**config.mk**
```make
export PLATFORM = sky130hd
export DESIGN_NAME = instr_encoder_writer
export DESIGN_NICKNAME = d
export VERILOG_FILES = /design/src/rtl/isa_pkg.sv /design/src/rtl/instr_fifo.sv /design/src/rtl/instr_encoder_writer.sv
export SDC_FILE = /design/constraint.sdc
export NUM_CORES = 1
export LEC_CHECK = 0
export CAP_MARGIN = 0
export CELL_PAD_IN_SITES_DETAIL_PLACEMENT = 0
export CELL_PAD_IN_SITES_GLOBAL_PLACEMENT = 1
export CORE_ASPECT_RATIO = 2
export CORE_UTILIZATION = 45
export CTS_BUF_LIST = sky130_fd_sc_hd__clkbuf_4 sky130_fd_sc_hd__clkbuf_8 sky130_fd_sc_hd__clkbuf_16
export CTS_CLUSTER_DIAMETER = 100
export CTS_CLUSTER_SIZE = 10
export DETAILED_ROUTE_END_ITERATION = 12
export PLACE_DENSITY_LB_ADDON = 0.05
export RECOVER_POWER = 100
export SYNTH_ARGS = -nofsm -noshare
export SYNTH_HDL_FRONTEND = slang
export SYNTH_SLANG_ARGS = --single-unit
```
**constraint.sdc**
```tcl
create_clock -name clk -period 5.7 [get_ports clk]
set_input_delay 0.57 -clock clk [delete_from_list [all_inputs] [get_ports clk]]
set_output_delay 0.57 -clock clk [all_outputs]
set_load 0.02 [all_outputs]
```
**src/rtl/isa_pkg.sv**
```systemverilog
// Shared ISA definitions: opcodes, instruction formats, field positions and encode helpers.
// Optional IMM_RANGE_CHECK_EN adds imm_in_range() for I8 immediate fit checking.
package isa_pkg;

    typedef enum logic [4:0] {
        OP_MV    = 5'b00000,
        OP_ADD   = 5'b00001,
        OP_SUB   = 5'b00010,
        OP_CMP   = 5'b00011,
        OP_LD    = 5'b00100,
        OP_ST    = 5'b00101,
        OP_JR    = 5'b01000,
        OP_JZR   = 5'b01001,
        OP_JNR   = 5'b01010,
        OP_CALLR = 5'b01100,
        OP_MVI   = 5'b10000,
        OP_ADDI  = 5'b10001,
        OP_SUBI  = 5'b10010,
        OP_CMPI  = 5'b10011,
        OP_MVHI  = 5'b10110,
        OP_J     = 5'b11000,
        OP_JZ    = 5'b11001,
        OP_JN    = 5'b11010,
        OP_CALL  = 5'b11100
    } opcode_e;

    typedef enum logic [1:0] {
        FMT_R,
        FMT_I8,
        FMT_I11
    } format_e;

    localparam int OPC_LSB   = 0;
    localparam int OPC_W     = 5;
    localparam int RX_LSB    = 5;
    localparam int RY_LSB    = 8;
    localparam int IMM8_LSB  = 8;
    localparam int IMM11_LSB = 5;

    function automatic logic is_legal_op(input logic [4:0] op);
        case (op)
            OP_MV, OP_ADD, OP_SUB, OP_CMP, OP_LD, OP_ST,
            OP_JR, OP_JZR, OP_JNR, OP_CALLR,
            OP_MVI, OP_ADDI, OP_SUBI, OP_CMPI, OP_MVHI,
            OP_J, OP_JZ, OP_JN, OP_CALL: return 1'b1;
            default:                     return 1'b0;
        endcase
    endfunction

    function automatic format_e op_format(input logic [4:0] op);
        if (!op[4])
            return FMT_R;
        else if (!op[3])
            return FMT_I8;
        else
            return FMT_I11;
    endfunction

    function automatic logic [15:0] encode_instr(input logic [4:0]  op,
                                                 input logic [2:0]  rx,
                                                 input logic [2:0]  ry,
                                                 input logic [10:0] imm);
        logic [15:0] w;
        w = '0;
        w[OPC_LSB +: OPC_W] = op;
        case (op_format(op))
            FMT_R: begin
                w[RX_LSB +: 3] = rx;
                w[RY_LSB +: 3] = ry;
            end
            FMT_I8: begin
                w[RX_LSB +: 3]   = rx;
                w[IMM8_LSB +: 8] = imm[7:0];
            end
            default: w[IMM11_LSB +: 11] = imm;
        endcase
        return w;
    endfunction

`ifdef IMM_RANGE_CHECK_EN
    // mvhi loads an unsigned high byte; other I8 ops take a signed 8-bit value.
    function automatic logic imm_in_range(input logic [4:0] op, input logic [10:0] imm);
        if (op_format(op) != FMT_I8)
            return 1'b1;
        if (op == OP_MVHI)
            return (imm[10:8] == 3'b000);
        return (imm[10:7] == 4'b0000) || (imm[10:7] == 4'b1111);
    endfunction
`endif

endpackage

```
**src/rtl/instr_fifo.sv**
```systemverilog
// Synchronous FIFO for encoded instruction words; DEPTH must be a power of two.
module instr_fifo #(
    parameter int DEPTH = 4,
    parameter int WIDTH = 16
) (
    input  logic                     clk,
    input  logic                     reset,
    input  logic                     push,
    input  logic [WIDTH-1:0]         push_data,
    input  logic                     pop,
    output logic [WIDTH-1:0]         pop_data,
    output logic                     full,
    output logic                     empty,
    output logic [$clog2(DEPTH):0]   count
);

    localparam int PTR_W = $clog2(DEPTH);
    localparam int CNT_W = PTR_W + 1;

    logic [WIDTH-1:0] mem [DEPTH];
    logic [PTR_W-1:0] wr_ptr;
    logic [PTR_W-1:0] rd_ptr;
    logic             do_push;
    logic             do_pop;

    assign full     = (count == CNT_W'(DEPTH));
    assign empty    = (count == '0);
    assign do_push  = push && !full;
    assign do_pop   = pop && !empty;
    assign pop_data = mem[rd_ptr];

    // Storage is not reset; the pointers alone define what is valid.
    always_ff @(posedge clk) begin
        if (do_push)
            mem[wr_ptr] <= push_data;
    end

    always_ff @(posedge clk or negedge reset) begin
        if (!reset) begin
            wr_ptr <= '0;
            rd_ptr <= '0;
            count  <= '0;
        end else begin
            if (do_push)
                wr_ptr <= wr_ptr + 1'b1;
            if (do_pop)
                rd_ptr <= rd_ptr + 1'b1;
            case ({do_push, do_pop})
                2'b10:   count <= count + 1'b1;
                2'b01:   count <= count - 1'b1;
                default: count <= count;
            endcase
        end
    end

endmodule

```
**src/rtl/instr_encoder_writer.sv**
```systemverilog
// Packs decoded instruction fields into 16-bit words and streams them into memory.
// Optional IMM_RANGE_CHECK_EN drops out-of-range I8 immediates and adds err_range.
module instr_encoder_writer
    import isa_pkg::*;
#(
    parameter int FIFO_DEPTH = 4,
    parameter int ADDR_W     = 16
) (
    input  logic              clk,
    input  logic              reset,
    input  logic              start,
    input  logic [ADDR_W-1:0] base_addr,
    input  logic              in_valid,
    output logic              in_ready,
    input  logic              in_last,
    input  logic [4:0]        in_opcode,
    input  logic [2:0]        in_rx,
    input  logic [2:0]        in_ry,
    input  logic [10:0]       in_imm,
    output logic              mem_wr,
    output logic [ADDR_W-1:0] mem_addr,
    output logic [15:0]       mem_wrdata,
    input  logic              mem_ready,
    output logic              busy,
    output logic              done,
    output logic [15:0]       words_written,
    output logic              err_illegal,
    output logic              addr_wrap
`ifdef IMM_RANGE_CHECK_EN
    ,
    output logic              err_range
`endif
);

    localparam int CNT_W = $clog2(FIFO_DEPTH) + 1;
    localparam logic [ADDR_W-1:0] LAST_ADDR = {{(ADDR_W-1){1'b1}}, 1'b0};

    typedef enum logic [1:0] {
        ST_IDLE,
        ST_LOAD,
        ST_DRAIN,
        ST_DONE
    } state_e;

    state_e           state;
    logic             accept;
    logic             op_legal;
    logic             beat_ok;
    logic             push;
    logic             pop;
    logic             fifo_full;
    logic             fifo_empty;
    logic [CNT_W-1:0] fifo_count;
    logic [15:0]      enc_word;

    assign op_legal = is_legal_op(in_opcode);
`ifdef IMM_RANGE_CHECK_EN
    logic imm_ok;
    assign imm_ok  = imm_in_range(in_opcode, in_imm);
    assign beat_ok = op_legal && imm_ok;
`else
    assign beat_ok = op_legal;
`endif

    // in_ready only looks at registered state so it never follows mem_ready.
    assign in_ready = (state == ST_LOAD) && (fifo_count < CNT_W'(FIFO_DEPTH));
    assign accept   = in_valid && in_ready;
    assign push     = accept && beat_ok && !fifo_full;
    assign mem_wr   = !fifo_empty;
    assign pop      = mem_wr && mem_ready;
    assign enc_word = encode_instr(in_opcode, in_rx, in_ry, in_imm);
    assign busy     = (state != ST_IDLE);
    assign done     = (state == ST_DONE);

    instr_fifo #(
        .DEPTH (FIFO_DEPTH),
        .WIDTH (16)
    ) u_fifo (
        .clk       (clk),
        .reset     (reset),
        .push      (push),
        .push_data (enc_word),
        .pop       (pop),
        .pop_data  (mem_wrdata),
        .full      (fifo_full),
        .empty     (fifo_empty),
        .count     (fifo_count)
    );

    always_ff @(posedge clk or negedge reset) begin
        if (!reset) begin
            state         <= ST_IDLE;
            mem_addr      <= '0;
            words_written <= '0;
            err_illegal   <= 1'b0;
            addr_wrap     <= 1'b0;
`ifdef IMM_RANGE_CHECK_EN
            err_range     <= 1'b0;
`endif
        end else begin
            if (pop) begin
                mem_addr      <= mem_addr + ADDR_W'(2);
                words_written <= words_written + 16'd1;
                if (mem_addr == LAST_ADDR)
                    addr_wrap <= 1'b1;
            end
            case (state)
                ST_IDLE: begin
                    if (start) begin
                        state         <= ST_LOAD;
                        mem_addr      <= base_addr & ~ADDR_W'(1);
                        words_written <= '0;
                        err_illegal   <= 1'b0;
                        addr_wrap     <= 1'b0;
`ifdef IMM_RANGE_CHECK_EN
                        err_range     <= 1'b0;
`endif
                    end
                end
                ST_LOAD: begin
                    if (accept && !op_legal)
                        err_illegal <= 1'b1;
`ifdef IMM_RANGE_CHECK_EN
                    if (accept && op_legal && !imm_ok)
                        err_range <= 1'b1;
`endif
                    if (accept && in_last)
                        state <= ST_DRAIN;
                end
                ST_DRAIN: begin
                    if (fifo_empty)
                        state <= ST_DONE;
                end
                default: state <= ST_IDLE;
            endcase
        end
    end

endmodule

```
**After elaboration in Yosys (flattened, before gate mapping)**

Memories as Yosys holds them, arrays and structs flattened.
Cells that the tools add are included.

- Memories kept: 2
- RAM bits: 64
- Bits in registers: 43
- Bits in read-only memories: 32
- Input bits: 44

Memory list:

| name | depth | width | rd ports | clocked after memory_dff | wr ports | line | source |
|---|---|---|---|---|---|---|---|
| u_fifo.mem | 4 | 16 | 1 | 0 | 1 | instr_fifo.sv:20 | `logic [WIDTH-1:0] mem [DEPTH];` |
| (no name shown) | 32 | 1 | 1 | 0 | 0 | isa_pkg.sv:41 | `case (op)` |

- Reductions and logical operators: 20
- $add $sub $neg: 6
- Multiplexer cells: 24
- Eq/ne operators: 12
- $lt $le $gt $ge: 1

Operators with widths:

| cell | count |
|---|---|
| 16-bit 2-to-1 mux | 6 |
| 16-bit by 1-bit adder with 16-bit output, second input constant | 1 |
| 16-bit by 2-bit adder with 16-bit output, second input constant | 1 |
| 16-bit equality test, second input constant | 1 |
| 6-bit case mux with 2 select lines | 1 |
| 2-bit 2-to-1 mux | 5 |
| 5-bit case mux with 2 select lines | 1 |
| 1-bit logical AND | 9 |
| 1-bit 2-to-1 mux | 8 |
| 2-bit by 1-bit equality test with 1-bit output, second input constant | 3 |
| 2-bit equality test, second input constant | 3 |
| 2-bit by 1-bit != test with 1-bit output, second input constant | 3 |
| 2-bit case mux with 3 select lines | 1 |
| 3-bit case mux with 2 select lines | 1 |
| 3-bit AND reduction | 2 |
| 2-bit nonzero test | 3 |
| 2-bit by 1-bit adder with 2-bit output, second input constant | 2 |
| 2-bit logical NOT | 2 |
| 3-bit by 1-bit adder with 3-bit output, second input constant | 1 |
| 3-bit equality test, second input constant | 1 |
| 1-bit logical NOT | 3 |
| 3-bit logical NOT | 1 |
| 3-bit less-than comparator, second input constant | 1 |
| 3-bit by 1-bit subtractor with 3-bit output, second input constant | 1 |
| other kinds (2) | 2 |

**Depth between registers and ports, before layout**

Gate-level depths: netlist of the first run.

- Depth in word-level cells: 8
- Depth in mapped cells: 11
- Depth with buffers taken out: 11

**By module**

Synthesis of the first run repeated with hierarchy kept, for this count alone.

- Cell total of the unflattened synthesis: 359
- Area, all modules: 4927.2 µm²

By module, submodules not included:

| module | seq. area each (µm²) | area an instance (µm²) | cells each | times used |
|---|---|---|---|---|
| instr_fifo | 2097.0 | 2775.2 | 121 | 1 |
| instr_encoder_writer | 875.8 | 2152.1 | 238 | 1 |

**Worst setup path after synthesis of the first run**

OpenSTA, ideal clock, no wires.

- Kind: input-to-reg
- From: input in_opcode[3]
- To: register u_fifo.count[2]
- Stages: 11
- Setup time: 0.079 ns
- Setup slack: 3.338 ns
- Arrival: 2.283 ns
- Path buffers: 1
- Cell sequence: buf_2 -> a31oi_1 -> a211oi_1 -> nor2_1 -> inv_1 -> ha_1 -> inv_1 -> fa_1 -> xor2_1 -> nor2_1 -> xor2_1

- Word-level cells in the longest chain between the ends: 6
- Elaborated cells on any way between the ends: 8

RTL lines:

| item | line | source |
|---|---|---|
| start: declaration | instr_encoder_writer.sv:16 | `input logic [4:0] in_opcode,` |
| memory read 32 x 1 bit (*) | - |  |
| 1-bit logical AND (*) (2 in a row) | instr_encoder_writer.sv:68 | `assign push = accept && beat_ok && !fifo_full;` |
| 1-bit logical AND (*) | instr_fifo.sv:28 | `assign do_push = push && !full;` |
| 2-bit by 1-bit equality test with 1-bit output or 2-bit equality test (tied branches) | instr_fifo.sv:48 | `case ({do_push, do_pop})` |
| 3-bit case mux with 2 select lines or 2-bit nonzero test (tied branches) | - |  |
| end signal: assignment | instr_fifo.sv:49 | `2'b10: count <= count + 1'b1;` |
| end signal: assignment | instr_fifo.sv:50 | `2'b01: count <= count - 1'b1;` |
| end signal: assignment | instr_fifo.sv:51 | `default: count <= count;` |
| end: declaration | instr_fifo.sv:14 | `output logic [$clog2(DEPTH):0] count` |

Every way passes the cells marked *; elsewhere a longest branch is shown, timed or not.
A chain may end at the register's enable or synchronous reset.

**Final worst setup path of the first run**

- From: input in_opcode[3]
- To: memory u_fifo.mem[0][6], enable pin

- Word-level cells in the longest chain between the ends: 6

RTL lines:

| item | line | source |
|---|---|---|
| memory read 32 x 1 bit | - |  |
| 1-bit logical AND (2 in a row) | instr_encoder_writer.sv:68 |  |
| 1-bit logical AND | instr_fifo.sv:28 |  |
| 1-bit 2-to-1 mux | instr_fifo.sv:34 | `if (do_push)` |
| 1-bit 2-to-1 mux (implied by the code) | instr_fifo.sv:35 | `mem[wr_ptr] <= push_data;` |
| end: declaration | instr_fifo.sv:20 |  |

Every way passes these cells.

==> results of run 1 <==
==> metrics by stage <==
stage	setup WS (ps)	util	hold WS [ps]
2_1_floorplan	3338	-	274.4
3_3_place_gp	2145	0.5670	482.8
3_5_place_dp	2092	0.5670	487.1
4_1_cts	2402	0.5947	410.0
5_1_grt	1921	0.5916	517.3
6_report	2181	0.5916	496.4
==> sequential cells by signal, indices dropped and copies added, names as in the netlist <==
name / count
addr_wrap: 1
mem_addr: 15
u_fifo.mem: 64
u_fifo.wr_ptr: 2
words_written: 16
state: 2
err_illegal: 1
u_fifo.rd_ptr: 2
u_fifo.count: 3
==> power by group through the flow <==
stage               logic, mW  clock network, mW  registers (mW)
global placement        0.992                  0            1.15
floorplan               0.591                  0            1.13
global route             1.03              0.641            1.16
detailed placement       1.01                  0            1.16
finish                  0.947              0.600            1.13
CTS                      1.02              0.615            1.14
==> area by class of cell <==
| class | instances | area share |
|---|---|---|
| repair buffers | 97 | 0.1542 |
| well taps | 137 | 0.02765 |
| clock buffers | 10 | 0.03755 |
| clock inverters | 6 | 0.009285 |
| flip-flops and latches | 106 | 0.4796 |
| inverters | 17 | 0.01029 |
| multi-input cells | 222 | 0.2814 |
==> worst min-delay path by stage <==
stage / cells after the start / startpoint / end
2_1_floorplan: 0 / reset / addr_wrap
3_3_place_gp: 1 / addr_wrap / addr_wrap
3_5_place_dp: 1 / addr_wrap / addr_wrap
4_1_cts: 1 / reset / words_written[9]
5_1_grt: 1 / addr_wrap / addr_wrap
6_report: 1 / addr_wrap / addr_wrap
==> placed cells by master, fill, tap and decap left out, drive strengths merged, types with 2 or more instances in the layout <==
master	instances
mux2i	12
ha	11
and2	5
xnor2	15
xor2	8
mux2	5
or3	4
a41o	3
a21oi	10
a31o	4
clkinv	2
o21ai	13
a31oi	9
clkbuf	12
clkdlybuf4s50	34
nor2	24
nand4	4
nor2b	6
and3	3
dfrtp	42
nand2	33
nand3	10
edfxtp	64
dlygate4sd3	60
nor3	6
mux4	16
and4	2
nor4	4
inv	21
==> layer usage <==
metal,vias to the layer above,part of all wire
met3,8,0.040
met5,-,0
met2,81,0.58
met4,0,0.014
met1,1610,0.37
li1,1517,-
==> kinds of logic after synthesis <==
group / count (synthesis) / share of synthesized area
AO/OA/AOI/OAI: 48 / 0.06770
XOR/XNOR: 23 / 0.04144
adder cells (fa/ha/maj): 12 / 0.03243
buffers and inverters: 30 / 0.02497
flip-flops: 106 / 0.6116
multiplexers: 33 / 0.1104
other: 1 / 0.0007715
AND/OR/NAND/NOR: 105 / 0.1107
==> results.toml, run 1 <==
[cts]
clock_latency_ps = 340
ctsResizeCount = 0
postCtsSetupBuffers = 0
htree_num_levels = 3
cts_tree = "built"
clkSlewWorstSetupHoldPaths_ps = 70
cts_inserted_buffers = 9
ctsRootBufferMaster = "clkbuf_16"
hold_buffers = 0
cts_sinks = 106
max-clock-path-buffers = 2

[synthesis]
ys_seq_elements = 106
synth_top_flop_cell = "edfxtp_1"
synth_top_area_frac = 0.3954
synth_most_common_cell = "edfxtp_1"
synth_cell_type_count = 46
ys_seq_area_frac = 0.6116
ys_top_cells_by_count = "64 x edfxtp_1, 42 x dfrtp_1, 33 x nand2_1"
syn-num-nets = 414
postSynth.asyncResetShare = 0.3962
synth_area_leaders = "edfxtp_1 40%, dfrtp_1 22%, mux4_2 7.4%"
yosys_warnings = 0
syn_area_um2 = 4861
synth.avg_cell_area_um2 = 13.58
synth_edf_count = 64
netlist_instances = 358
yosys.area.top_type = "edfxtp_1"

[floorplan]
fp.dieW_um = 75.49
die-area_um2 = 11250
coreArea_um2 = 10480
fp-row-count = 53
boundaryPins = 98
dieHeight_um = 149.0
start_util = 0.4639

[power_and_ir_drop]
seq_power_share = 0.421
internal_power_mw = 1.713
powerDensity_nw_per_um2 = 431.2
ir_drop_v = 0.0002224
switching_share = 0.3592
power_mw = 2.673
comb_power_share = 0.354
p_switching_mw = 0.9600
p_clk_frac = 0.225
p_leak_nw = 2.384

[status]
status = "finished with violations"
failed_checks = "capacitance limit, slew limit"

[cells_and_area]
fin_area_um2 = 6198
layout.area.seq_um2 = 2973
drive_gt1_frac = 0.09170
multi_input_area_um2 = 1744
fillers = 921
areaGrowthSynthToFinish_pct = 27.52
fin_nets = 509
fin_cells = 595
antenna_cells = 0

[critical_path]
cp-end-kind = "flip-flop"
path_class = "input pin to flip-flop"
cp_cell_sequence = "dlygate4sd3_1, mux2i_1, a211oi_1, nor2_1, and2_0"
ff2ff_setup_slack_ps = 3010
cp_max_fo = 16
slowest_stage = "dlygate4sd3_1"
path_buf_inv = 1
reg2reg_depth = 7
arrival_ps = 3470
critPathLaunch = "in_opcode[3]"
path_depth = 5
regToRegStartpoint = "state[0]"
crit_end = "u_fifo.mem[0][6]"
r2r_end = "mem_addr[15]"
cp.required_ps = 5660
worst_path_largest_cell_delay_ps = 1130
cp_top_family = "simple AND/OR/NAND/NOR gates"
start_kind = "input pin"

[sta]
fmax_mhz = 284.2
worst_pin_slew_ps = 2356
hold_viol_final = 0
fin_tns_setup_ps = 0
min_period_ps = 3519
relSlewSlack = -0.5706
skew_ps = 5.647
rsz0062_at_grt = "false"
drv_slew = 83
fin_crit_sh = 0.6174
setup_violations = 0

[drt]
ant_nets = 0
firstDrtPassIters = 4
wire_per_inst_um = 16.86
vias = 3216
drc_errors = 0
routed_wl_mm = 10.03
drt_first_iter_violations = 159
vias_per_cell = 5.405

[global_route]
grt_busiest_layer = "met2"
met3_usage = 0.03851
grt_pass1_wl_mm = 16.09
use_met2 = 0.3616
grt_max_degree = 43
track_usage = 0.1947
grt_pass1_vias = 3239
grt_overflow_total = 0
antenna_found_initial = 0
use_met1 = 0.2085

[place]
dp.cells = 579
placed_area_um2 = 5941
port_buffers = 95
routabilityCongestion = 0.7658
hpwl_mm = 7.112

[job]
cap_violations = 2

[hold_path]
holdCritPathClass = "flip-flop to flip-flop"
Note: power is estimated with default switching activity, not from simulation.
==> inputs of run 2 (changes only) <==
Settings changed: CORE_UTILIZATION 45 to 42.
Clock period 5.7 ns to 3.6 ns, I/O delays scaled along.
==> run 2 against run 1 <==
Net effect:
- the run still ends with capacitance limit, slew limit left
- routed wire length up 2.9%
- total power up 58%
- combinational power up 64%
- via count down 2.0%
- sequential cell count unchanged
- register-to-register slack worse by 2100 ps
- worst setup slack worse by 1500 ps
- sequential power up 53%
- clock skew up 3.5 ps
==> results.toml, run 2 (synthesis gave the netlist of run 1 again) <==
[cts]
cts_inserted_buffers = 9
htree_num_levels = 3
ctsResizeCount = 0
max-clock-path-buffers = 2
ctsRootBufferMaster = "clkbuf_16"
hold_buffers = 0
cts_tree = "built"
postCtsSetupBuffers = 0
clock_latency_ps = 340
clkSlewWorstSetupHoldPaths_ps = 70
cts_sinks = 106

[floorplan]
fp.dieW_um = 78.07
die-area_um2 = 12030
dieHeight_um = 154.1
start_util = 0.4307
fp-row-count = 55
boundaryPins = 98
coreArea_um2 = 11290

[global_route]
grt_pass1_wl_mm = 16.46
grt_max_degree = 43
antenna_found_initial = 0
track_usage = 0.1812
grt_overflow_total = 0
grt_pass1_vias = 3246

[sta]
fmax_mhz = 343.5
fin_crit_sh = 0.8086
relSlewSlack = -0.5466
skew_ps = 9.180
setup_violations = 0
rsz0062_at_grt = "false"
min_period_ps = 2911
drv_slew = 83
worst_slack_ps = 689.0
hold_viol_final = 0
worst_hold_slack_ps = 493.3
fin_tns_setup_ps = 0
worst_pin_slew_ps = 2320

[place]
hpwl_mm = 7.350
dp_slack_ps = 806.7
dp.cells = 591
port_buffers = 95
routabilityCongestion = 0.7136

[critical_path]
path_buf_inv = 2
slowest_stage = "dlygate4sd3_1"
cp.required_ps = 3240
reg2reg_depth = 9
cp_top_family = "buffers and inverters"
cp_max_fo = 16
cp_cell_sequence = "clkbuf_2, mux4_2, dlygate4sd3_1"
r2r_end = "u_fifo.count[2]"
ff2ff_setup_slack_ps = 870
cp-end-kind = "output pin"
path_class = "flip-flop to output pin"
regToRegStartpoint = "u_fifo.count[2]"
start_kind = "flip-flop"
arrival_ps = 2550
worst_path_largest_cell_delay_ps = 670

[drt]
drt_first_iter_violations = 154
vias_per_cell = 5.193
routed_wl_mm = 10.32
firstDrtPassIters = 4
vias = 3152
wire_per_inst_um = 17.01
ant_nets = 0
drc_errors = 0

[power_and_ir_drop]
powerDensity_nw_per_um2 = 679.9
ir_drop_v = 0.0003433
p_leak_nw = 2.391

[hold_path]
whs_path_depth = 1
min_to = "addr_wrap"
holdCritPathClass = "flip-flop to flip-flop"
min_from = "addr_wrap"

[cells_and_area]
fin_cells = 607
top_regs = "u_fifo.mem (64), words_written (16), mem_addr (15)"
antenna_cells = 0
drive_gt1_frac = 0.08817
fin_nets = 516
final_cell_mix = "64 x edfxtp_1, 57 x dlygate4sd3_1, 42 x dfrtp_1, 37 x clkdlybuf4s50_1, 33 x nand2_1"
fillers = 1009
areaGrowthSynthToFinish_pct = 28.03
largest_reg_flops = 64
final_util = 0.5514
top_register = "u_fifo.mem"
layout_commonest_cell = "edfxtp_1"

[status]
failed_checks = "capacitance limit, slew limit"
status = "finished with violations"

[job]
cap_violations = 2
## run 2: worst max-delay path by stage
stage	start	end	slack [ps]	cells after the start
after floorplan	in_opcode[3]	u_fifo.count[2]	1450	11
after CTS	u_fifo.rd_ptr[1]	mem_wrdata[13]	980	2
after global routing	in_opcode[0]	u_fifo.mem[3][6]	510	6
final	u_fifo.rd_ptr[0]	mem_wrdata[13]	690	3
after global placement	in_opcode[0]	u_fifo.count[2]	890	11
after detailed placement	in_opcode[0]	u_fifo.count[2]	810	11
## run 2: cell type report
type | instances | area (um2) | share of cell area
Sequential cell | 106 | 2973 | 0.4777
Multi-Input combinational cell | 222 | 1739 | 0.2795
Timing Repair Buffer | 104 | 979.7 | 0.1574
Clock buffer | 10 | 232.7 | 0.03739
Tap cell | 142 | 177.7 | 0.02855
Inverter | 17 | 63.81 | 0.01025
Clock inverter | 6 | 57.56 | 0.009248
## run 2: per-stage QoR
stage | total power, mW | area, um2
2_1_floorplan | 2.729 | 4861
6_report | 4.232 | 6223
5_1_grt | 4.476 | 6223
3_3_place_gp | 3.416 | 6000
3_5_place_dp | 3.446 | 6000
4_1_cts | 4.406 | 6290
## run 2: routing by layer
| metal | up-vias | routed length, um | share of wire | global-route usage |
|---|---|---|---|---|
| met5 | - | 0 | 0 | 0 |
| met4 | 0 | 136 | 0.013 | 0.05820 |
| met3 | 10 | 420 | 0.041 | 0.03205 |
| met2 | 74 | 5968 | 0.58 | 0.3488 |
| met1 | 1549 | 3798 | 0.37 | 0.1935 |
| li1 | 1519 | - | - | - |
## run 2: report_power, final
group / switching [mW] / internal (mW) / total [mW]
clock: 0.458 / 0.495 / 0.953
combinational: 0.814 / 0.739 / 1.55
sequential: 0.246 / 1.48 / 1.73
==> inputs of run 3 (changes only) <==
Clock period 3.6 ns to 2.8 ns, I/O delays scaled along.
==> run 3 against run 2 <==
Net effect:
- the run still ends with capacitance limit, slew limit left
- final cell count up 0.66%
- clock power up 26%
- combinational power up 33%
- sequential power up 27%
- global-route usage up 0.17 points
- sequential share of layout area down 0.096 points
- critical path type unchanged
- largest power group unchanged
==> results.toml, run 3 (synthesis gave the netlist of run 1 again) <==
[cts]
cts_inserted_buffers = 9
clock_latency_ps = 340
cts_sinks = 106
ctsResizeCount = 0
max-clock-path-buffers = 2
clkSlewWorstSetupHoldPaths_ps = 70
postCtsSetupBuffers = 0
cts_tree = "built"
hold_buffers = 0
ctsRootBufferMaster = "clkbuf_16"
htree_num_levels = 3

[power_and_ir_drop]
comb_power_share = 0.378
p_switching_mw = 1.938
internal_power_mw = 3.511
p_clk_frac = 0.220
p_leak_nw = 2.399
powerDensity_nw_per_um2 = 873.8
seq_power_share = 0.402
ir_drop_v = 0.0004141
switching_share = 0.3557

[status]
status = "finished with violations"
failed_checks = "capacitance limit, slew limit"

[cells_and_area]
largest_reg_flops = 64
top_register = "u_fifo.mem"
fin_nets = 520
top_regs = "u_fifo.mem (64), words_written (16), mem_addr (15)"
layout_commonest_cell = "edfxtp_1"
antenna_cells = 0
final_cell_mix = "64 x edfxtp_1, 47 x clkdlybuf4s50_1, 47 x dlygate4sd3_1, 42 x dfrtp_1, 33 x nand2_1"
final_util = 0.5526
drive_gt1_frac = 0.09808
areaGrowthSynthToFinish_pct = 28.29

[global_route]
grt_max_degree = 43
track_usage = 0.1829
grt_pass1_vias = 3336
antenna_found_initial = 0
grt_overflow_total = 0
grt_pass1_wl_mm = 16.82

[sta]
hold_viol_final = 0
drv_slew = 43
fin_crit_sh = 0.9259
fmax_mhz = 385.7
skew_ps = 9.412
fin_tns_setup_ps = 0
worst_slack_ps = 207.6
rsz0062_at_grt = "false"
relSlewSlack = -0.5494
setup_violations = 0
min_period_ps = 2592
worst_pin_slew_ps = 2324

[floorplan]
fp-row-count = 55
coreArea_um2 = 11290
die-area_um2 = 12030
dieHeight_um = 154.1
boundaryPins = 98
fp.dieW_um = 78.07
start_util = 0.4307

[place]
hpwl_mm = 7.210
routabilityCongestion = 0.7514
dp_slack_ps = 185.4
port_buffers = 95

[critical_path]
cp.required_ps = 2520
cp-end-kind = "output pin"
start_kind = "flip-flop"
path_class = "flip-flop to output pin"
arrival_ps = 2310
cp_max_fo = 16

[drt]
ant_nets = 0
wire_per_inst_um = 16.41
drt_first_iter_violations = 104
vias_per_cell = 5.187
drc_errors = 0
firstDrtPassIters = 4
vias = 3169
routed_wl_mm = 10.03

[job]
cap_violations = 1

[hold_path]
holdCritPathClass = "input pin to flip-flop"
[run 3: per-layer routing]
| layer | routed length, um | global-route usage | part of all wire | vias up |
|---|---|---|---|---|
| met5 | 0 | 0 | 0 | - |
| met1 | 3720 | 0.1937 | 0.37 | 1556 |
| met3 | 395 | 0.03323 | 0.039 | 9 |
| met2 | 5750 | 0.3538 | 0.57 | 69 |
| met4 | 162 | 0.05732 | 0.016 | 0 |
| li1 | - | - | - | 1535 |
[run 3: area by class of cell]
| class | count | area [um2] |
|---|---|---|
| clock buffer | 9 | 225.2 |
| clock inverter | 7 | 65.06 |
| fill | 1022 | 5050 |
| inverter | 17 | 63.81 |
| multi-input combinational | 222 | 1724 |
| sequential | 106 | 2973 |
| tap | 142 | 177.7 |
| timing repair buffer | 108 | 1007 |
[run 3: worst max-delay path, cell delays in order, from the launching register on]
cell           delay, ps
dfrtp_1              390
clkbuf_4             380
mux4_2               540
dlygate4sd3_1        670
[run 3: power groups by stage]
stage | clock, mW | combinational, mW | sequential (mW)
finish | 1.20 | 2.06 | 2.19
global route | 1.29 | 2.27 | 2.24
CTS | 1.23 | 2.20 | 2.22
detailed placement | 0 | 2.19 | 2.25
global placement | 0 | 2.16 | 2.24
floorplan | 0 | 1.20 | 2.30
[run 3: worst paths after layout]
check | slack, ps | cells past startpoint | startpoint | endpoint
setup / recovery | 210 | 3 | u_fifo.rd_ptr[0] | mem_wrdata[12]
hold / removal | 480 | 3 | base_addr[9] | mem_addr[9]
setup reg to reg | 540 | 4 | u_fifo.count[2] | mem_addr[13]
hold reg to reg | 500 | 1 | addr_wrap | addr_wrap
max in group asynchronous | 840 | 1 | reset | u_fifo.count[1]
min in group asynchronous | 620 | 1 | reset | words_written[9]
[run 3: through the flow]
stage                     cells  power (mW)  hold WS (ps)  area, um2
final                       611       5.449         483.3       6236
after global routing        611       5.795         498.5       6236
after CTS                   611       5.650         131.2       6320
after detailed placement    595       4.441         491.5       6030
after global placement      595       4.403         481.3       6030
after floorplan             358       3.508        -15.59       4861
